File: src/rtl/conv_puncturer_if.sv
// Bus between the convolutional encoder, the puncturer and the interleaver:
// serial coded input with frame sync and rate select, punctured output, and
// the count of output bits in the current frame.
interface conv_puncturer_if #(
  parameter int COUNT_WIDTH = 16
);
  logic                   in_bit;
  logic                   in_valid;
  logic                   in_ready;
  logic                   sync;
  logic [1:0]             rate;
  logic                   out_bit;
  logic                   out_valid;
  logic                   out_ready;
  logic [COUNT_WIDTH-1:0] bit_count;

  // Environment side: drives the encoder stream and the downstream ready.
  modport master (
    output in_bit, in_valid, sync, rate, out_ready,
    input  in_ready, out_bit, out_valid, bit_count
  );

  // Puncturer side.
  modport slave (
    input  in_bit, in_valid, sync, rate, out_ready,
    output in_ready, out_bit, out_valid, bit_count
  );
endinterface

File: src/rtl/conv_puncturer.sv
// 802.11a puncturer: steals bits from the rate-1/2 coded stream A0 B0 A1 B1 ...
// to give rate 1/2, 2/3 or 3/4, with a single registered output stage.
module conv_puncturer #(
  parameter int COUNT_WIDTH = 16
) (
  input logic             i_clock,
  input logic             i_reset_n,
  conv_puncturer_if.slave bus
);

  localparam logic [1:0] RATE_12 = 2'b00;
  localparam logic [1:0] RATE_23 = 2'b01;
  localparam logic [1:0] RATE_34 = 2'b10;

  logic [1:0]             r_rate;
  logic [2:0]             r_phase;
  logic                   r_out_bit;
  logic                   r_out_valid;
  logic [COUNT_WIDTH-1:0] r_bit_count;

  logic                   w_accept;
  logic                   w_xfer;
  logic [1:0]             w_rate_sel;
  logic [1:0]             w_rate_eff;
  logic [2:0]             w_phase;
  logic [2:0]             w_phase_next;
  logic                   w_keep;
  logic [COUNT_WIDTH-1:0] w_count_inc;

  // The output register may take a new bit whenever it is empty or being drained.
  assign bus.in_ready  = !r_out_valid || bus.out_ready;
  assign w_accept      = bus.in_valid && bus.in_ready;
  assign w_xfer        = r_out_valid && bus.out_ready;
  assign bus.out_bit   = r_out_bit;
  assign bus.out_valid = r_out_valid;
  assign bus.bit_count = r_bit_count;
  assign w_count_inc   = r_bit_count + {{(COUNT_WIDTH-1){1'b0}}, 1'b1};

  // Keep/steal decision; a sync bit is judged as phase 0 of the new rate.
  always_comb begin
    w_rate_sel   = bus.sync ? bus.rate : r_rate;
    w_rate_eff   = (w_rate_sel == 2'b11) ? RATE_12 : w_rate_sel;
    w_phase      = bus.sync ? 3'd0 : r_phase;
    w_keep       = 1'b1;
    w_phase_next = w_phase + 3'd1;
    case (w_rate_eff)
      RATE_23: begin
        w_keep = (w_phase != 3'd3);
        if (w_phase >= 3'd3) w_phase_next = 3'd0;
      end
      RATE_34: begin
        w_keep = (w_phase != 3'd3) && (w_phase != 3'd4);
        if (w_phase >= 3'd5) w_phase_next = 3'd0;
      end
      default: begin
        if (w_phase >= 3'd1) w_phase_next = 3'd0;
      end
    endcase
  end

  // Rate and phase tracking; rate only changes on an accepted sync.
  always_ff @(posedge i_clock or negedge i_reset_n) begin
    if (!i_reset_n) begin
      r_rate  <= RATE_12;
      r_phase <= 3'd0;
    end else if (w_accept) begin
      r_phase <= w_phase_next;
      if (bus.sync) r_rate <= w_rate_eff;
    end
  end

  // Output stage: load kept bits, empty on a transfer with nothing new behind it.
  always_ff @(posedge i_clock or negedge i_reset_n) begin
    if (!i_reset_n) begin
      r_out_bit   <= 1'b0;
      r_out_valid <= 1'b0;
    end else if (w_accept && w_keep) begin
      r_out_bit   <= bus.in_bit;
      r_out_valid <= 1'b1;
    end else if (w_xfer) begin
      r_out_valid <= 1'b0;
    end
  end

  // Frame bit counter; a transfer coinciding with sync belongs to the old frame.
  always_ff @(posedge i_clock or negedge i_reset_n) begin
    if (!i_reset_n) begin
      r_bit_count <= '0;
    end else if (w_accept && bus.sync) begin
      r_bit_count <= '0;
    end else if (w_xfer && !(&r_bit_count)) begin
      r_bit_count <= w_count_inc;
    end
  end

endmodule

File: src/flat_wrapper.sv
// flat-port wrapper written by rule: the top's interface ports become plain ports
module conv_puncturer_flat 
#(
  parameter int COUNT_WIDTH = 16
)
  (i_clock, i_reset_n, bus_in_bit, bus_in_valid, bus_sync, bus_rate, bus_out_ready, bus_in_ready, bus_out_bit, bus_out_valid, bus_bit_count);
  conv_puncturer_if #(.COUNT_WIDTH(COUNT_WIDTH)) bus_i ();
  input logic i_clock;
  input logic i_reset_n;
  input wire logic [$bits(bus_i.in_bit)-1:0] bus_in_bit;
  input wire logic [$bits(bus_i.in_valid)-1:0] bus_in_valid;
  input wire logic [$bits(bus_i.sync)-1:0] bus_sync;
  input wire logic [$bits(bus_i.rate)-1:0] bus_rate;
  input wire logic [$bits(bus_i.out_ready)-1:0] bus_out_ready;
  output wire logic [$bits(bus_i.in_ready)-1:0] bus_in_ready;
  output wire logic [$bits(bus_i.out_bit)-1:0] bus_out_bit;
  output wire logic [$bits(bus_i.out_valid)-1:0] bus_out_valid;
  output wire logic [$bits(bus_i.bit_count)-1:0] bus_bit_count;
  assign bus_i.in_bit = bus_in_bit;
  assign bus_i.in_valid = bus_in_valid;
  assign bus_i.sync = bus_sync;
  assign bus_i.rate = bus_rate;
  assign bus_i.out_ready = bus_out_ready;
  assign bus_in_ready = bus_i.in_ready;
  assign bus_out_bit = bus_i.out_bit;
  assign bus_out_valid = bus_i.out_valid;
  assign bus_bit_count = bus_i.bit_count;
  conv_puncturer #(.COUNT_WIDTH(COUNT_WIDTH)) u_core (.i_clock(i_clock), .i_reset_n(i_reset_n), .bus(bus_i));
endmodule
File: config.mk
export PLATFORM = sky130hd
export DESIGN_NAME = conv_puncturer_flat
export DESIGN_NICKNAME = d
export VERILOG_FILES = /design/src/rtl/conv_puncturer_if.sv /design/src/rtl/conv_puncturer.sv /design/src/flat_wrapper.sv
export SDC_FILE = /design/constraint.sdc
export NUM_CORES = 1
export LEC_CHECK = 0
export ABC_AREA = 0
export CORE_MARGIN = 5
export CORE_UTILIZATION = 55
export CTS_BUF_LIST = sky130_fd_sc_hd__clkbuf_4 sky130_fd_sc_hd__clkbuf_8
export DETAILED_ROUTE_END_ITERATION = 10
export GPL_TIMING_DRIVEN = 0
export PLACE_DENSITY_LB_ADDON = 0.1
export SYNTH_ARGS = -nofsm -noshare
export SYNTH_HDL_FRONTEND = slang
export SYNTH_SLANG_ARGS = --single-unit
File: constraint.sdc
create_clock -name i_clock -period 3.65 [get_ports i_clock]
set_input_delay 0.365 -clock i_clock [delete_from_list [all_inputs] [get_ports i_clock]]
set_output_delay 0.365 -clock i_clock [all_outputs]
set_load 0.02 [all_outputs]
Yosys cells after proc, flatten, opt, wreduce, memory -nomap -nowiden
Cells that the tools add are included.
- bits of input ports: 8
- word-level logic and storage cells: 40
- output and inout port bits: 19
- register bits: 23
- multiplexer cells: 12
- add/subtract/negate cells: 2
- eq/ne operators: 5
- $lt $le $gt $ge: 3
- reductions and logical operators: 13
- operator list (kind ; count):
    $mux 16 ; 2
    $add 16x1->16 const B ; 1
    $reduce_and 16->1 ; 1
    $mux 3 ; 4
    $logic_and 1x1->1 ; 6
    $pmux 3 s2 ; 1
    $eq 2x2->1 const B ; 2
    $mux 2 ; 2
    $reduce_bool 2->1 ; 2
    $add 3x1->3 const B ; 1
    $ge 3x1->1 const B ; 1
    $ge 3x2->1 const B ; 1
    $ge 3x3->1 const B ; 1
    $ne 3x2->1 const B ; 1
    $ne 3x3->1 const B ; 1
    $eq 2x1->1 const B ; 1
    $logic_not 1->1 ; 2
    $mux 1 ; 2
    $pmux 1 s2 ; 1
    $reduce_and 2->1 ; 1
    $logic_or 1x1->1 ; 1

Longest topological paths before layout
- depth after elaboration: 7
- gate-level depth with buffers: 8
- depth with buffers taken out: 7

Worst setup path before layout
No wires, ideal clock.
- kind: input -> register
- from: input port bus_sync
- to: register u_core.r_out_bit (netlist: u_core.bus.out_bit)
- data required time: 3525 ps
- path slack: 1686 ps
- stages on the path: 7
- buffers on the path: 1
- arrival: 1839 ps
- setup time: 125 ps
- cells stage by stage: clkbuf_1 > mux2i_1 > inv_1 > ha_1 > a211oi_1 > a21oi_1 > mux2_2
- word-level cells in the longest chain between the ends: 6
- elaborated cells on any way between the ends: 11
- those cells by class: eq/ne (5); mux (4); reduce/logical (2)
- RTL lines (item ; RTL line ; source):
    from (decl) ; flat_wrapper.sv:12 ; input wire logic [$bits(bus_i.sync)-1:0] bus_sync;
    $mux 2 ; conv_puncturer.sv:41 ; w_rate_sel = bus.sync ? bus.rate : r_rate;
    $eq 2x2->1 ; conv_puncturer.sv:42 ; w_rate_eff = (w_rate_sel == 2'b11) ? RATE_12 : w_rate_sel;
    $mux 2 ; conv_puncturer.sv:42 ;
    $eq 2x2->1 or $eq 2x1->1 (tied branches) ; conv_puncturer.sv:46 ; case (w_rate_eff)
    $pmux 1 s2 (*) ; conv_puncturer.sv:46 ;
    $logic_and 1x1->1 (*) ; conv_puncturer.sv:77 ; end else if (w_accept && w_keep) begin
    to (signal assigned) ; conv_puncturer.sv:78 ; r_out_bit <= bus.in_bit;
    to (decl) ; conv_puncturer.sv:17 ; logic r_out_bit;
Every way passes the cells marked *; elsewhere a longest branch is shown, timed or not.
A chain may end at the register's enable or synchronous reset.

Final worst setup path
- from: input port bus_out_ready
- to: output port bus_in_ready
- word-level cells in the longest chain between the ends: 1
- RTL lines (item ; RTL line ; source):
    from (decl) ; flat_wrapper.sv:14 ; input wire logic [$bits(bus_i.out_ready)-1:0] bus_out_ready;
    $logic_or 1x1->1 ; conv_puncturer.sv:31 ; assign bus.in_ready = !r_out_valid || bus.out_ready;
    to (decl) ; flat_wrapper.sv:15 ; output wire logic [$bits(bus_i.in_ready)-1:0] bus_in_ready;
No other way between the ends.

==> results.md <==
* Sw power at around 230 uW
* Initial antenna violation count at 0
* CP endpoint kind: output port
* Yosys top cell by area: dfrtp_1
* Synthesized area at approximately 0.0014 mm2
* CTS hold repair buffers at 0
* Crit Path Category: in2out
* CTS Sinks at 23
* Initial DRT Pass Iterations at 4
* Global Route Usage Sum at 0.200
* Setup WS pre-CTS at 1.38 ns
* Clk_skew at around 0.0090 ns
* Wirelength, routed at 3.26 mm
* Via count at between 1,000 and 1,500
* Sequential share of power at 0.492
* CTS tree: done
* I/O Buffers at 25
* Leakage at between 0.7 and 0.8 nW
* Layout Utilization at 0.694
* PwrDens at 399 mW/mm2
* DRC at 0
* Sequential fraction of the synthesis area at 0.425
* Outcome: completed
* Mean area per synthesized cell at around 9.2 um2
* Top cell type's share of synthesized area at 0.425
* CTS H-tree lvls at 1
* R2r worst-path depth at 7
* CP max FO at 5
* Vias/cell at just over 6
* Area of the multi-input gates at 737 um2
* Clock Root Buffer: clkbuf_4
* Final Cycle Share at 0.581
* Final setup margin at roughly 1.5 ns
* Num rows at 18
* Hold path cells at 2
* Arrival time at the worst endpoint at about 1.8 ns
* Max incr delay on CP at between 0.6 and 0.7 ns
* Sum Neg Setup Slack at 0 ns
* GR Overflow Total at 0
* Main synth FF type: dfrtp_1
* Power share of the clock group at 0.191
* Synthesis-to-finish area growth at 23.5%
* Share of layout cells above drive strength 1 at 0.0678
* Post-CTS setup buffers at 0
* Yosys Warn Count at 0
* Die area at approximately 0.0036 mm2
* Nets at between 150 and 200
* Post-route ant nets at 0
* Number of fill cells at 224
* Synth top cells by count: dfrtp_1, nand2_1, a21oi_1
* Post-synth EDFFs at 0
* Most common cell in the netlist: dfrtp_1
* Slew @ Worst Pin at approximately 1.0 ns
* Critical path required time at ~3.3 ns
* Ant diodes at 0
* Vias in the first global route at 1,217
* I/O pins at 27
* Avg WL per Cell at about 16 um
* Crit path time final at approximately 2.1 ns
* DRT iter0 DRCs at between 40 and 50
* Fmax at around 0.47 GHz
* Core box area at about 0.0024 mm2
* Syn Nets at between 150 and 200
* Worst VDD drop at approximately 0.00030 V
* Die Span X at around 60 um
* First-pass GRT wire length at between 5 and 6 mm
* Pint at 437 uW
* RSZ-0062 raised after global routing: false
* Crit start category: primary input
* Final setup viols at 0
* Comb power frac at 0.317
* Synth cell types at 37
* Async S/R FF share, synth at 1.00
* Max-slew violation count at 0
* Largest net degree at the start of global routing at 24
* Post-synthesis register bit count at 23
* CP top delay family: buffers and inverters
* Register area at around 580 um2
* Ranking of synthesized cells by area: dfrtp_1, nand2_1, ha_1, a21oi_1, or3_1
* Critical path depth at 3
* Post-CTS sizing at 0
* Clock Path Buffers at 2
* Initial core utilization at 0.562
* Final hold vios at 0
* RePlAce Congestion at roughly 0.84
* Synth Instances at between 100 and 150
* Worst slew margin at 0.323
* Hold WS at 0.500 ns
* DP HPWL at around 2.4 mm
* Worst-path cell chain: clkdlybuf4s50_1 > nand2b_1 > clkdlybuf4s50_1
* CTS buffer count at 3
* Die Y at slightly below 60 um
* Worst path slowest cell: clkdlybuf4s50_1
* Worst-Skew Late Latency at ~0.31 ns
* WP buf/inv at 2
* Max-Cap Viols at 0
* Sw frac at 0.345
* Worst-path clk slew at ~0.13 ns
* Most used cell, CP: clkdlybuf4s50_1
* Worst Hold Class: reg2reg
-- metal layers --
metal  routed length (um)  global-route usage  vias up
met5                    0                   0        -
met4                   15              0.0823        0
met3                  167              0.0261        2
met2                 1590               0.335       36
met1                 1490               0.258      619
li1                     -                   -      617
-- worst reg2reg max path: stages (launching register included) --
cell	delay (ns)
dfrtp_1	0.43
ha_1	0.24
and4_2	0.28
and4_1	0.18
clkbuf_1	0.31
buf_2	0.29
o21ai_0	0.12
a21oi_1	0.13
-- area by class of cell --
| cell class | instances | area share |
|---|---|---|
| plain buffers | 5 | 0.0120 |
| clock buffers | 4 | 0.0180 |
| inverters | 6 | 0.0135 |
| multi-input cells | 114 | 0.441 |
| flip-flops and latches | 23 | 0.344 |
| well taps | 30 | 0.0224 |
| repair buffers | 25 | 0.150 |
-- kinds of logic after synthesis --
group / after synthesis / share of synthesized area
flip-flops: 23 / 0.425
buffers and inverters: 11 / 0.0314
multiplexers: 3 / 0.0231
AO/OA/AOI/OAI: 39 / 0.190
AND/OR/NAND/NOR: 67 / 0.284
adder cells (fa/ha/maj): 5 / 0.0462
-- registers in the layout, indices dropped and copies added (netlist names) --
name	count
u_core.bus.out_valid	1
u_core.bus.bit_count	16
u_core.r_rate	2
u_core.bus.out_bit	1
u_core.r_phase	3
-- layout by cell type, fill, tap and decap left out, types with 3 or more instances in the layout --
master and n:
nand3_1 8, nand2b_1 4, o211ai_1 4, nand4_1 4, clkdlybuf4s50_1 25, or4_1 4, clkbuf_4 4, dfrtp_1 23
o31ai_1 4, ha_1 5, a21oi_1 12, clkbuf_1 4, and4_1 3, nand2_1 20, or3_1 9, o21ai_0 4
a22o_1 3, nor2_1 3, inv_1 6, a211oi_1 3
-- final timing paths --
| check | startpoint | end | slack [ns] |
|---|---|---|---|
| setup / recovery | bus_out_ready | bus_in_ready | 1.53 |
| hold / removal | u_core.r_rate[1] | u_core.r_rate[1] | 0.50 |
| setup reg to reg | u_core.bus.bit_count[0] | u_core.bus.bit_count[4] | 1.60 |
| hold reg to reg | u_core.r_rate[1] | u_core.r_rate[1] | 0.50 |
| max in group asynchronous | i_reset_n | u_core.bus.bit_count[4] | 2.45 |
| min in group asynchronous | i_reset_n | u_core.bus.bit_count[11] | 0.59 |
-- stage by stage --
stage               total power, mW  instance area [um2]  cells
detailed placement            0.539                 1640    203
finish                        0.667                 1670    207
global placement              0.528                 1640    203
global route                  0.706                 1670    207
CTS                           0.670                 1670    207
floorplan                     0.454                 1360    148
-- power by group through the flow --
stage	registers (mW)	clock network, mW	logic [mW]
after floorplan	0.348	0	0.106
after global placement	0.329	0	0.199
after detailed placement	0.331	0	0.208
after CTS	0.327	0.131	0.212
after global routing	0.333	0.141	0.232
final	0.328	0.127	0.212
Power figures use the tool's default switching activity.
